## src/rtl/fetch_pkg.sv

```systemverilog
// Shared definitions for the instruction fetch controller and its queue.
package fetch_pkg;

    localparam int          QDEPTH       = 4;
    localparam int          PTR_W        = 2;
    localparam logic [31:0] RESET_PC_DEF = 32'h0000_0000;

    typedef struct packed {
        logic [31:0] instr;
        logic [31:0] pc;
    } q_entry_t;

endpackage

```

## src/rtl/fetch_queue.sv

```systemverilog
// Four-entry instruction FIFO with two write ports and two read ports.
module fetch_queue
    import fetch_pkg::*;
(
    input  logic           clk,
    input  logic           rst_n,
    input  logic           i_flush,
    input  logic [1:0]     i_push,
    input  logic [1:0]     i_pop,
    input  q_entry_t       i_wdata0,
    input  q_entry_t       i_wdata1,
    output q_entry_t       o_rdata0,
    output q_entry_t       o_rdata1,
    output logic [2:0]     o_count
);

    q_entry_t           r_mem [0:QDEPTH-1];
    logic [PTR_W-1:0]   r_head;
    logic [PTR_W-1:0]   r_tail;
    logic [2:0]         r_count;

    // Storage carries no reset; occupancy alone decides what is valid.
    always_ff @(posedge clk) begin
        if (!i_flush) begin
            if (i_push != 2'd0) begin
                r_mem[r_tail] <= i_wdata0;
            end
            if (i_push == 2'd2) begin
                r_mem[r_tail + 2'd1] <= i_wdata1;
            end
        end
    end

    always_ff @(posedge clk or negedge rst_n) begin
        if (!rst_n) begin
            r_head  <= '0;
            r_tail  <= '0;
            r_count <= '0;
        end else if (i_flush) begin
            r_head  <= r_tail;
            r_count <= '0;
        end else begin
            r_head  <= r_head + i_pop;
            r_tail  <= r_tail + i_push;
            r_count <= r_count - {1'b0, i_pop} + {1'b0, i_push};
        end
    end

    assign o_rdata0 = r_mem[r_head];
    assign o_rdata1 = r_mem[r_head + 2'd1];
    assign o_count  = r_count;

endmodule

```

## src/rtl/fetch_ctrl.sv

```systemverilog
// Fetch controller: PC register, dual-word fetch, redirect handling and a
// two-wide decode interface fed from a four-entry instruction queue.
module fetch_ctrl #(
    parameter logic [31:0] RESET_PC = fetch_pkg::RESET_PC_DEF,
    parameter int          QDEPTH   = fetch_pkg::QDEPTH
) (
    input  logic        clk,
    input  logic        rst_n,
    output logic [31:0] imem_a,
    input  logic [31:0] imem_rd,
    input  logic [31:0] imem_rd2,
    input  logic        redirect_valid,
    input  logic [31:0] redirect_pc,
    input  logic        stall,
    output logic [1:0]  dec_valid,
    output logic [31:0] dec_instr0,
    output logic [31:0] dec_pc0,
    output logic [31:0] dec_instr1,
    output logic [31:0] dec_pc1,
    input  logic [1:0]  dec_take,
    output logic [2:0]  q_count
);

    import fetch_pkg::*;

    localparam logic [2:0] DEPTH3 = 3'(QDEPTH);

    logic [31:0] r_pc;
    logic [1:0]  w_take_req;
    logic [1:0]  w_take;
    logic [1:0]  w_push;
    logic [2:0]  w_free;
    logic [2:0]  w_count;
    q_entry_t    w_wdata0;
    q_entry_t    w_wdata1;
    q_entry_t    w_rdata0;
    q_entry_t    w_rdata1;
    logic        w_unused;

    // Take is clamped to two and to what is queued; stall and redirect freeze both sides.
    always_comb begin
        w_take_req = (dec_take == 2'd3) ? 2'd2 : dec_take;
        w_take     = ({1'b0, w_take_req} > w_count) ? w_count[1:0] : w_take_req;
        w_free     = DEPTH3 - w_count + {1'b0, w_take};
        w_push     = (w_free >= 3'd2) ? 2'd2 : w_free[1:0];
        if (redirect_valid || stall) begin
            w_take = 2'd0;
            w_push = 2'd0;
        end
    end

    always_ff @(posedge clk or negedge rst_n) begin
        if (!rst_n) begin
            r_pc <= RESET_PC;
        end else if (redirect_valid) begin
            r_pc <= {redirect_pc[31:2], 2'b00};
        end else begin
            case (w_push)
                2'd2:    r_pc <= r_pc + 32'd8;
                2'd1:    r_pc <= r_pc + 32'd4;
                default: r_pc <= r_pc;
            endcase
        end
    end

    assign w_wdata0 = '{instr: imem_rd,  pc: r_pc};
    assign w_wdata1 = '{instr: imem_rd2, pc: r_pc + 32'd4};

    fetch_queue u_queue (
        .clk      (clk),
        .rst_n    (rst_n),
        .i_flush  (redirect_valid),
        .i_push   (w_push),
        .i_pop    (w_take),
        .i_wdata0 (w_wdata0),
        .i_wdata1 (w_wdata1),
        .o_rdata0 (w_rdata0),
        .o_rdata1 (w_rdata1),
        .o_count  (w_count)
    );

    assign imem_a     = r_pc;
    assign q_count    = w_count;
    assign dec_valid  = {(w_count >= 3'd2), (w_count >= 3'd1)};
    assign dec_instr0 = w_rdata0.instr;
    assign dec_pc0    = w_rdata0.pc;
    assign dec_instr1 = w_rdata1.instr;
    assign dec_pc1    = w_rdata1.pc;
    assign w_unused   = ^redirect_pc[1:0];

endmodule
```

## config.mk

```make
export PLATFORM = sky130hd
export DESIGN_NAME = fetch_ctrl
export DESIGN_NICKNAME = d
export VERILOG_FILES = /design/src/rtl/fetch_pkg.sv /design/src/rtl/fetch_queue.sv /design/src/rtl/fetch_ctrl.sv
export SDC_FILE = /design/constraint.sdc
export NUM_CORES = 1
export LEC_CHECK = 0
export ABC_AREA = 1
export ABC_CLOCK_PERIOD_IN_PS = 19900
export CAP_MARGIN = 20
export CORE_ASPECT_RATIO = 0.7
export CORE_UTILIZATION = 55
export CTS_BUF_LIST = sky130_fd_sc_hd__clkbuf_16
export DETAILED_ROUTE_END_ITERATION = 10
export PLACE_DENSITY_LB_ADDON = 0.3
export SYNTH_ARGS = -nofsm -noshare
export SYNTH_HDL_FRONTEND = slang
export SYNTH_SLANG_ARGS = --single-unit
```

## constraint.sdc

```tcl
create_clock -name clk -period 19.9 [get_ports clk]
set_input_delay 1.99 -clock clk [delete_from_list [all_inputs] [get_ports clk]]
set_output_delay 1.99 -clock clk [all_outputs]
set_load 0.01 [all_outputs]
```

==> results of run 1 <==
-- layer usage --
metal	track usage (%)	vias to the layer above
li1	-	7766
met1	44.0	7691
met2	52.3	981
met3	6.22	111
met4	10.2	0
met5	0	-
-- cell usage after synthesis (all sizes together), types with 6 or more instances --
cell and n:
edfxtp 248, clkbuf 83, xor2 35, inv 123
ha 9, buf 76, o22ai 66, nand3 57
nand2 711, dfrtp 37, o21ai 539, nor2 206
nand4 6
-- through the flow --
stage	total power, mW	setup slack (ns)	hold WS, ns
3_5_place_dp	2.63	12.52	0.537
6_report	3.15	12.99	0.546
3_3_place_gp	2.59	12.59	0.521
4_1_cts	3.14	13.09	0.547
5_1_grt	3.33	12.76	0.561
2_1_floorplan	1.89	11.04	0.502
-- where the power goes --
part / internal [mW] / total, mW / leakage, nW / switching [mW]
logic: 0.658 / 1.63 / 4.80 / 0.967
clock network: 0.277 / 0.509 / 0.439 / 0.232
registers: 0.860 / 1.02 / 2.72 / 0.159
total: 1.80 / 3.15 / 7.96 / 1.36
-- final timing paths --
path,end,slack (ns),depth (start not counted)
max,u_queue.r_mem[0][35]$_DFFE_PP_,12.99,18
min,u_queue.r_tail[1]$_DFFE_PN0N_,0.55,1
max reg2reg,u_queue.r_mem[0][35]$_DFFE_PP_,14.33,16
min reg2reg,u_queue.r_tail[1]$_DFFE_PN0N_,0.55,1
max in group asynchronous,u_queue.r_head[1]$_DFF_PN0_,17.67,1
min in group asynchronous,u_queue.o_count[0]$_DFF_PN0_,1.56,1
-- state kept, by name (all words and copies together), names as in the netlist --
| signal | flops |
|---|---|
| imem_a | 30 |
| u_queue.r_mem | 248 |
| u_queue.r_tail | 2 |
| u_queue.r_head | 2 |
| u_queue.o_count | 3 |
-- critical path, delay by kind of cell --
kind | cells | cell delay (ns)
fa+ha+maj | 3 | 0.93
compound gates | 4 | 0.88
buf+inv | 5 | 1.94
simple gates | 6 | 1.31
-- area by class of cell --
class	count	share of cell area, %
repair buffers	274	13.0
flip-flops and latches	285	40.3
multi-input cells	1657	37.7
inverters	123	2.26
clock inverters	22	0.663
clock buffers	29	3.49
well taps	420	2.53
-- layout by cell type, fill, tap and decap left out, types with 16 or more instances in the layout --
| cell type | n |
|---|---|
| nor2_1 | 180 |
| o22ai_1 | 66 |
| edfxtp_1 | 248 |
| clkdlybuf4s50_1 | 257 |
| nand2_1 | 699 |
| o21ai_0 | 484 |
| buf_4 | 16 |
| xor2_1 | 28 |
| o21ai_1 | 51 |
| clkbuf_16 | 29 |
| inv_1 | 123 |
| nand3_1 | 56 |
| dfrtp_1 | 35 |
-- kinds of logic after synthesis --
kind of cell / after synthesis
other: 1
flip-flops: 285
adder cells (fa/ha/maj): 12
AND/OR/NAND/NOR: 987
XOR/XNOR: 37
buffers and inverters: 282
AO/OA/AOI/OAI: 615
==> results.toml, run 1 <==
[run_status]
outcome = "finished clean"

[critical_path]
cp_data_arrival_time_ns = 7.09
slowest_delay_ns = 0.74
critPathCaptureType = "register"
cpMaxStageDelayCell = "buf_4"
required_ns = 20.08
start_kind = "input port"
crit_fanout = 59
critPathKind = "in2reg"
cp-startpoint = "dec_take[1]"
reg2reg_from = "u_queue.o_count[1]$_DFF_PN0_"
worstPathCellList = "clkdlybuf4s50_1 > inv_1 > nand2_1 > ha_1 > a21oi_1 > o21ai_0 > nand2_1 > o21ai_0 > ha_1 > fa_1 > nor2_1 > nor2_4 > nor2_8 > inv_6 > nor2_8 > inv_1 > o21ai_4 > buf_4"

[yosys]
avgSynthCellArea_um2 = 7.88
synth_mux_area_share_pct = 0
syn-cell-area_um2 = 17500
synth_fa_ha_area_share_pct = 0.987
synth_seq_cells = 285
ys_types = 38
yosys-top-cells-area = "edfxtp_1 (43%), nand2_1 (15%), o21ai_0 (14%)"
synth-compound-area-share_pct = 18.2
synth-xor-area-share_pct = 2.15
synth.largest_area_cell = "edfxtp_1"
synthArstFlopShare_pct = 13.0
synth.top_cell.area_share_pct = 42.6
syn_inst = 2219
yosys.area_share.simple_pct = 23.0
synth_edf_count = 248
yosys_warnings = 0
yosysSeqAreaShare_pct = 47.9
synth_top_family_by_area = "simple AND/OR/NAND/NOR gates"
synthFlopType = "edfxtp_1"

[global_routing]
antenna_found_initial = 0
gr-total-overflow = 0
grt_start_max_net_pins = 106
first_global_vias = 15300
grtUsageTotal_pct = 32.2
grt_pass1_wl_um = 81900

[power]
cellLeakagePower_nw = 7.96
peakVddDrop_mv = 0.0923
pwr_density_cell_nw_per_um2 = 152

[cells_and_area]
fillerInstances = 2558
n_antenna_cell = 0
drive_gt1_share_pct = 4.98
fin_nets = 2484
multi_input_area_um2 = 7840
final_core_util_pct = 66.5
final_area_um2 = 20800
stdcell_count = 2810
seqCellArea_um2 = 8380
area_delta_synth_final_pct = 18.8

[place]
dp_hpwl_um = 33900
io_buffers = 258
dp.cells = 2759
dpl_cell_area_um2 = 19900
gp_congestion = 1.01

[drt]
dr.pass1.iters = 5
viasPerCell = 5.89
final_antenna_net_count = 0
highest_layer = "met4"
dr_wl_met2_um = 24800
vias = 16500
route.met3.wl_um = 6240
dr.first_iter.drc_count = 1672
wl_per_cell_um = 19.1
wl_met1_um = 21400
wl_um = 53700
drc = 0

[cts]
cts_root_buffer = "clkbuf_16"
post_cts_buffers = 0
cts_tree = "yes"
htreeDepth = 1
cts_sinks = 285
clock_latency_ns = 0.56
clk_pin_slew_ns = 0.06
cts_hold_buf = 0
cts_resized = 0
cts_made_buffers = 29
cts_max_path_buffers = 3

[sta]
max_freq_mhz = 145
slew_violations = 0
maxSlewHeadroom_pct = 29.9
fin_crit_ns = 6.91
tightest_slew_ns = 1.05
hold_viol = 0
rsz0062_at_grt = "no"
fin_skew_ns = 0.0109
final.setup.tns_ns = 0
finalCritPeriodShare_pct = 34.7
setup_viol = 0

[floorplan]
num_io_pins = 267
fp.dieArea_um2 = 32500
coreArea_um2 = 31200
start_util_pct = 56.0
die_w_um = 215
dieHeight_um = 151
rows = 54

[worst_hold_path]
hold_class = "reg2reg"
worstHoldStart = "u_queue.r_tail[1]$_DFFE_PN0N_"

[flow_run]
maxCapViolations = 0
No activity file was read; power rests on OpenSTA's default activity.
==> run 2, diff against run 1 <==
Settings changed: ABC_CLOCK_PERIOD_IN_PS 19900 to 6700.
Clock period 19.9 ns to 6.7 ns, I/O delays scaled along.
==> run 2 against run 1 <==
  * Combinational power grew to 3.0 times the previous value
  * Clock power grew to 3.4 times the previous value
  * Hold slack worse by 0.33 ns
  * Via count shrank 0.25%
  * Critical endpoint is now u_queue.r_mem[2][33]$_DFFE_PP_
  * Die area unchanged
  * Clock skew is essentially flat
  * Total power rose to 3.1 times the previous value
  * Non-clock buffer count up 2
  * Routed wire length increased by 0.77%
  * Critical path type unchanged
  * Setup slack got worse by 11 ns
==> results.toml, run 2 (same netlist as run 1, synthesis figures left out) <==
[place]
io_buffers = 258
gp_congestion = 0.974
dp_hpwl_um = 34400
dp.cells = 2761

[sta]
max_freq_mhz = 208
hold_viol = 0
tightest_slew_ns = 1.05
slew_violations = 0
fin_crit_ns = 4.80
setup_viol = 0
fin_skew_ns = 0.0109
maxSlewHeadroom_pct = 30.3
hold_slack_ns = 0.218
finalCritPeriodShare_pct = 71.7
rsz0062_at_grt = "no"

[cts]
clk_pin_slew_ns = 0.06
cts_made_buffers = 30
post_cts_buffers = 0
cts_max_path_buffers = 3
clock_latency_ns = 0.57
cts_hold_buf = 0
cts_tree = "yes"
cts_resized = 0
cts_sinks = 285
htreeDepth = 1
cts_root_buffer = "clkbuf_16"

[cells_and_area]
largest-register = "u_queue.r_mem"
area_delta_synth_final_pct = 20.0
n_antenna_cell = 0
largest_reg_flops = 248
fin_nets = 2487
drive_gt1_share_pct = 5.30
stdcell_count = 2817
multi_input_area_um2 = 7840
final_cell_mix = "nand2_1 (699), o21ai_0 (484), clkdlybuf4s50_1 (257)"
final_common_cell = "nand2_1"
seqCellArea_um2 = 8380
fillerInstances = 2541

[run_status]
outcome = "finished clean"

[floorplan]
num_io_pins = 267
start_util_pct = 56.0
dieHeight_um = 151
fp.dieArea_um2 = 32500
die_w_um = 215
rows = 54
coreArea_um2 = 31200

[critical_path]
critPathBufInv = 5
critPathKind = "in2reg"
slowest_delay_ns = 0.80
crit_fanout = 62
worstPathCellList = "clkdlybuf4s50_1 > inv_1 > nand2_1 > ha_1 > a21oi_1 > o21ai_0 > nand2_1 > o21ai_0 > ha_1 > fa_1 > nor2_1 > nor2_4 > nor2_8 > inv_6 > nor2_8 > inv_1 > o21ai_4 > buf_4"
cp_data_arrival_time_ns = 4.99
critPathCaptureType = "register"
cp_top_family = "buffers and inverters"
cpMaxStageDelayCell = "buf_4"
required_ns = 6.89
start_kind = "input port"

[power]
pwr-share-comb_pct = 50.7
switching_power_mw = 4.07
pwr-share-clk_pct = 18.1
cellLeakagePower_nw = 8.06
netSwitchingFraction_pct = 42.3
power_frac_seq_pct = 31.2
p_int_mw = 5.55
power_mw = 9.62
pwr_density_cell_nw_per_um2 = 458
peakVddDrop_mv = 0.264

[global_routing]
grtUsageTotal_pct = 32.5
grt_pass1_wl_um = 82300
first_global_vias = 15000
antenna_found_initial = 1
grt_start_max_net_pins = 102
gr-total-overflow = 0

[drt]
drc = 0
vias = 16500
final_antenna_net_count = 0
dr.first_iter.drc_count = 1695
viasPerCell = 5.86
dr.pass1.iters = 7
wl_um = 54100
wl_per_cell_um = 19.2

[worst_hold_path]
hold_class = "in2async"

[flow_run]
maxCapViolations = 0
## run 2: cell types whose count changed in the layout (fill, tap and decap cells not counted)
cell | previous run | this run
clkbuf_16 | 29 | 31
clkinv_1 | 5 | 4
buf_4 | 16 | 15
bufinv_16 | 1 | 5
buf_12 | 0 | 3
## run 2: cell type report
class,count,area share [%]
Timing Repair Buffer,276,13.1
Tap cell,420,2.50
Clock inverter,25,1.21
Inverter,123,2.24
Clock buffer,31,3.70
Multi-Input combinational cell,1657,37.3
Sequential cell,285,39.9
## run 2: power by group through the flow
stage	registers (mW)	logic, mW	clock network (mW)
6_report	3.00	4.88	1.74
5_1_grt	3.05	5.29	1.82
4_1_cts	2.98	4.86	1.75
3_5_place_dp	3.02	4.81	0
3_3_place_gp	2.99	4.70	0
2_1_floorplan	2.87	2.74	0
## run 2: per-stage QoR
| step | util, % | setup slack [ns] | TNS, ns | area [um2] |
|---|---|---|---|---|
| final | 67.2 | 1.90 | 0 | 21000 |
| after global routing | 67.2 | 1.73 | 0 | 21000 |
| after CTS | 67.2 | 2.03 | 0 | 21000 |
| after detailed placement | 63.9 | 1.49 | 0 | 20000 |
| after global placement | 63.9 | 1.60 | 0 | 20000 |
| after floorplan | - | -0.840 | -208.33 | 17500 |
## run 2: final timing paths
kind | start | end | slack (ns) | depth (start not counted)
worst max-delay path | dec_take[1] | u_queue.r_mem[2][33]$_DFFE_PP_ | 1.90 | 18
worst min-delay path | rst_n | u_queue.o_count[0]$_DFF_PN0_ | 0.22 | 1
worst max register to register | u_queue.o_count[1]$_DFF_PN0_ | u_queue.r_mem[2][33]$_DFFE_PP_ | 1.94 | 16
worst min register to register | u_queue.r_tail[1]$_DFFE_PN0N_ | u_queue.r_tail[1]$_DFFE_PN0N_ | 0.56 | 1
max in group asynchronous | rst_n | u_queue.r_head[1]$_DFF_PN0_ | 5.82 | 1
min in group clk | u_queue.r_tail[1]$_DFFE_PN0N_ | u_queue.r_tail[1]$_DFFE_PN0N_ | 0.56 | 1
## run 2: per-layer routing
metal	vias up	global-route usage, %	wire length [um]	share of wire [%]
met5	-	0	13	0.024
met4	2	9.72	1490	2.8
met2	952	51.6	24600	45
li1	7755	-	-	-
met3	127	5.62	5790	11
met1	7671	45.9	22200	41
==> run 3, diff against run 2 <==
Settings changed: ABC_CLOCK_PERIOD_IN_PS 6700 to 4500.
Clock period 6.7 ns to 4.5 ns, I/O delays scaled along.
==> run 3 against run 2 <==
  * Total power rose by 50%
  * Final area rose by 1.1%
  * Critical path type is now reg2reg
  * Register-to-register slack got worse by 1.5 ns
  * Clock skew fell by 0.0011 ns
==> results.toml, run 3 (same netlist as run 1, synthesis figures left out) <==
[drt]
drc = 0
dr.first_iter.drc_count = 1953
wl_um = 54300
wl_per_cell_um = 19.2
viasPerCell = 5.85
vias = 16600
dr.pass1.iters = 8
final_antenna_net_count = 0

[cells_and_area]
seqCellArea_um2 = 8380
drive_gt1_share_pct = 5.76
largest_reg_flops = 248
fillerInstances = 2569
final_cell_mix = "nand2_1 (699), o21ai_0 (484), clkdlybuf4s50_1 (257)"
final_core_util_pct = 68.0
multi_input_area_um2 = 7840
stdcell_count = 2833
largest-register = "u_queue.r_mem"
fin_nets = 2503
final_common_cell = "nand2_1"
area_delta_synth_final_pct = 21.3

[power]
cellLeakagePower_nw = 8.17
pwr-share-clk_pct = 17.4
switching_power_mw = 6.08
pwr_density_cell_nw_per_um2 = 678
power_frac_seq_pct = 31.1
pwr-share-comb_pct = 51.5
p_int_mw = 8.31
power_mw = 14.4
peakVddDrop_mv = 0.458
netSwitchingFraction_pct = 42.2

[sta]
finalCritPeriodShare_pct = 89.3
setup_ws_ns = 0.481
fin_crit_ns = 4.02
tightest_slew_ns = 0.898
slew_violations = 0
maxSlewHeadroom_pct = 40.1
final.setup.tns_ns = 0
fin_skew_ns = 0.00985
setup_viol = 0
max_freq_mhz = 249
rsz0062_at_grt = "no"
hold_viol = 0

[critical_path]
worst-r2r-setup-slack_ns = 0.48
critPathBufInv = 3
critPathKind = "reg2reg"
critPathCaptureType = "register"
cp_top_family = "adder cells"
crit_fanout = 5
worstPathCellList = "inv_1 > ha_1 > inv_1 > nor2_1 > o21ai_0 > o21ai_0 > ha_1 > fa_1 > nand2_2 > nor2_4 > nor2_8 > inv_6 > fa_1 > fa_1 > xor2_1 > nor2_1"
required_ns = 4.95
slowest_delay_ns = 0.55
crit_top_cell = "fa_1"
cpMaxStageDelayCell = "fa_1"
start_kind = "register"
cp_data_arrival_time_ns = 4.47

[global_routing]
antenna_found_initial = 0
grt_start_max_net_pins = 117
grt_pass1_wl_um = 83600
grtUsageTotal_pct = 32.9
first_global_vias = 15500
gr-total-overflow = 0

[place]
place_ws_ns = 0.186
dp_hpwl_um = 35300
io_buffers = 258
gp_congestion = 0.976
dp.cells = 2778

[cts]
cts_made_buffers = 29
cts_hold_buf = 0
cts_resized = 0
htreeDepth = 1
cts_max_path_buffers = 3
clk_pin_slew_ns = 0.06
clock_latency_ns = 0.57
post_cts_buffers = 0
cts_root_buffer = "clkbuf_16"
cts_sinks = 285
cts_tree = "yes"

[run_status]
outcome = "finished clean"

[floorplan]
rows = 54
die_w_um = 215
coreArea_um2 = 31200
dieHeight_um = 151
num_io_pins = 267
fp.dieArea_um2 = 32500
start_util_pct = 56.0

[flow_run]
maxCapViolations = 0

[worst_hold_path]
hold_class = "in2async"
[run 3: layout make-up]
| class | instances | share of cell area (%) |
|---|---|---|
| Sequential cell | 285 | 39.5 |
| Inverter | 123 | 2.21 |
| Multi-Input combinational cell | 1657 | 36.9 |
| Antenna cell | 1 | 0.0118 |
| Timing Repair Buffer | 293 | 14.3 |
| Clock inverter | 25 | 1.17 |
| Tap cell | 420 | 2.48 |
| Clock buffer | 29 | 3.42 |
[run 3: path summary, 6_finish.rpt]
kind / end / start / cells past startpoint
min in group clk: imem_a[2]$_DFFE_PN0P_ / redirect_pc[2] / 3
worst max-delay path: u_queue.o_count[2]$_DFF_PN0_ / u_queue.o_count[1]$_DFF_PN0_ / 16
worst min-delay path: u_queue.o_count[0]$_DFF_PN0_ / rst_n / 1
max in group asynchronous: u_queue.r_head[1]$_DFF_PN0_ / rst_n / 1
worst min register to register: u_queue.r_tail[1]$_DFFE_PN0N_ / u_queue.r_tail[1]$_DFFE_PN0N_ / 1
worst max register to register: u_queue.o_count[2]$_DFF_PN0_ / u_queue.o_count[1]$_DFF_PN0_ / 16
[run 3: metal layers]
layer,wire length [um],global-route usage [%],share of wire (%)
met1,21800,45.5,40
met3,6270,5.72,12
met2,25200,53.5,46
met4,1100,9.08,2.0
met5,0,0,0
[run 3: through the flow]
step | hold slack [ns] | cell area (um2)
after floorplan | 0.154 | 17500
after global placement | 0.527 | 20200
after detailed placement | 0.536 | 20200
after CTS | 0.0104 | 21200
after global routing | 0.0485 | 21200
final | 0.000613 | 21200
[run 3: worst reg2reg max path, cell delays in order (launching register included)]
cell and delay (ns):
dfrtp_1 0.43, inv_1 0.12, ha_1 0.33, inv_1 0.07
nor2_1 0.04, o21ai_0 0.31, o21ai_0 0.21, ha_1 0.25
fa_1 0.55, nand2_2 0.09, nor2_4 0.15, nor2_8 0.06
inv_6 0.16, fa_1 0.48, fa_1 0.45, xor2_1 0.17
nor2_1 0.05
[run 3: power groups by stage]
stage          clock [mW]  sequential [mW]  combinational, mW
2_1_floorplan           0             4.19               4.09
3_3_place_gp            0             4.45               7.10
3_5_place_dp            0             4.49               7.30
4_1_cts              2.51             4.44               7.36
5_1_grt              2.62             4.54               8.07
6_report             2.50             4.47               7.42
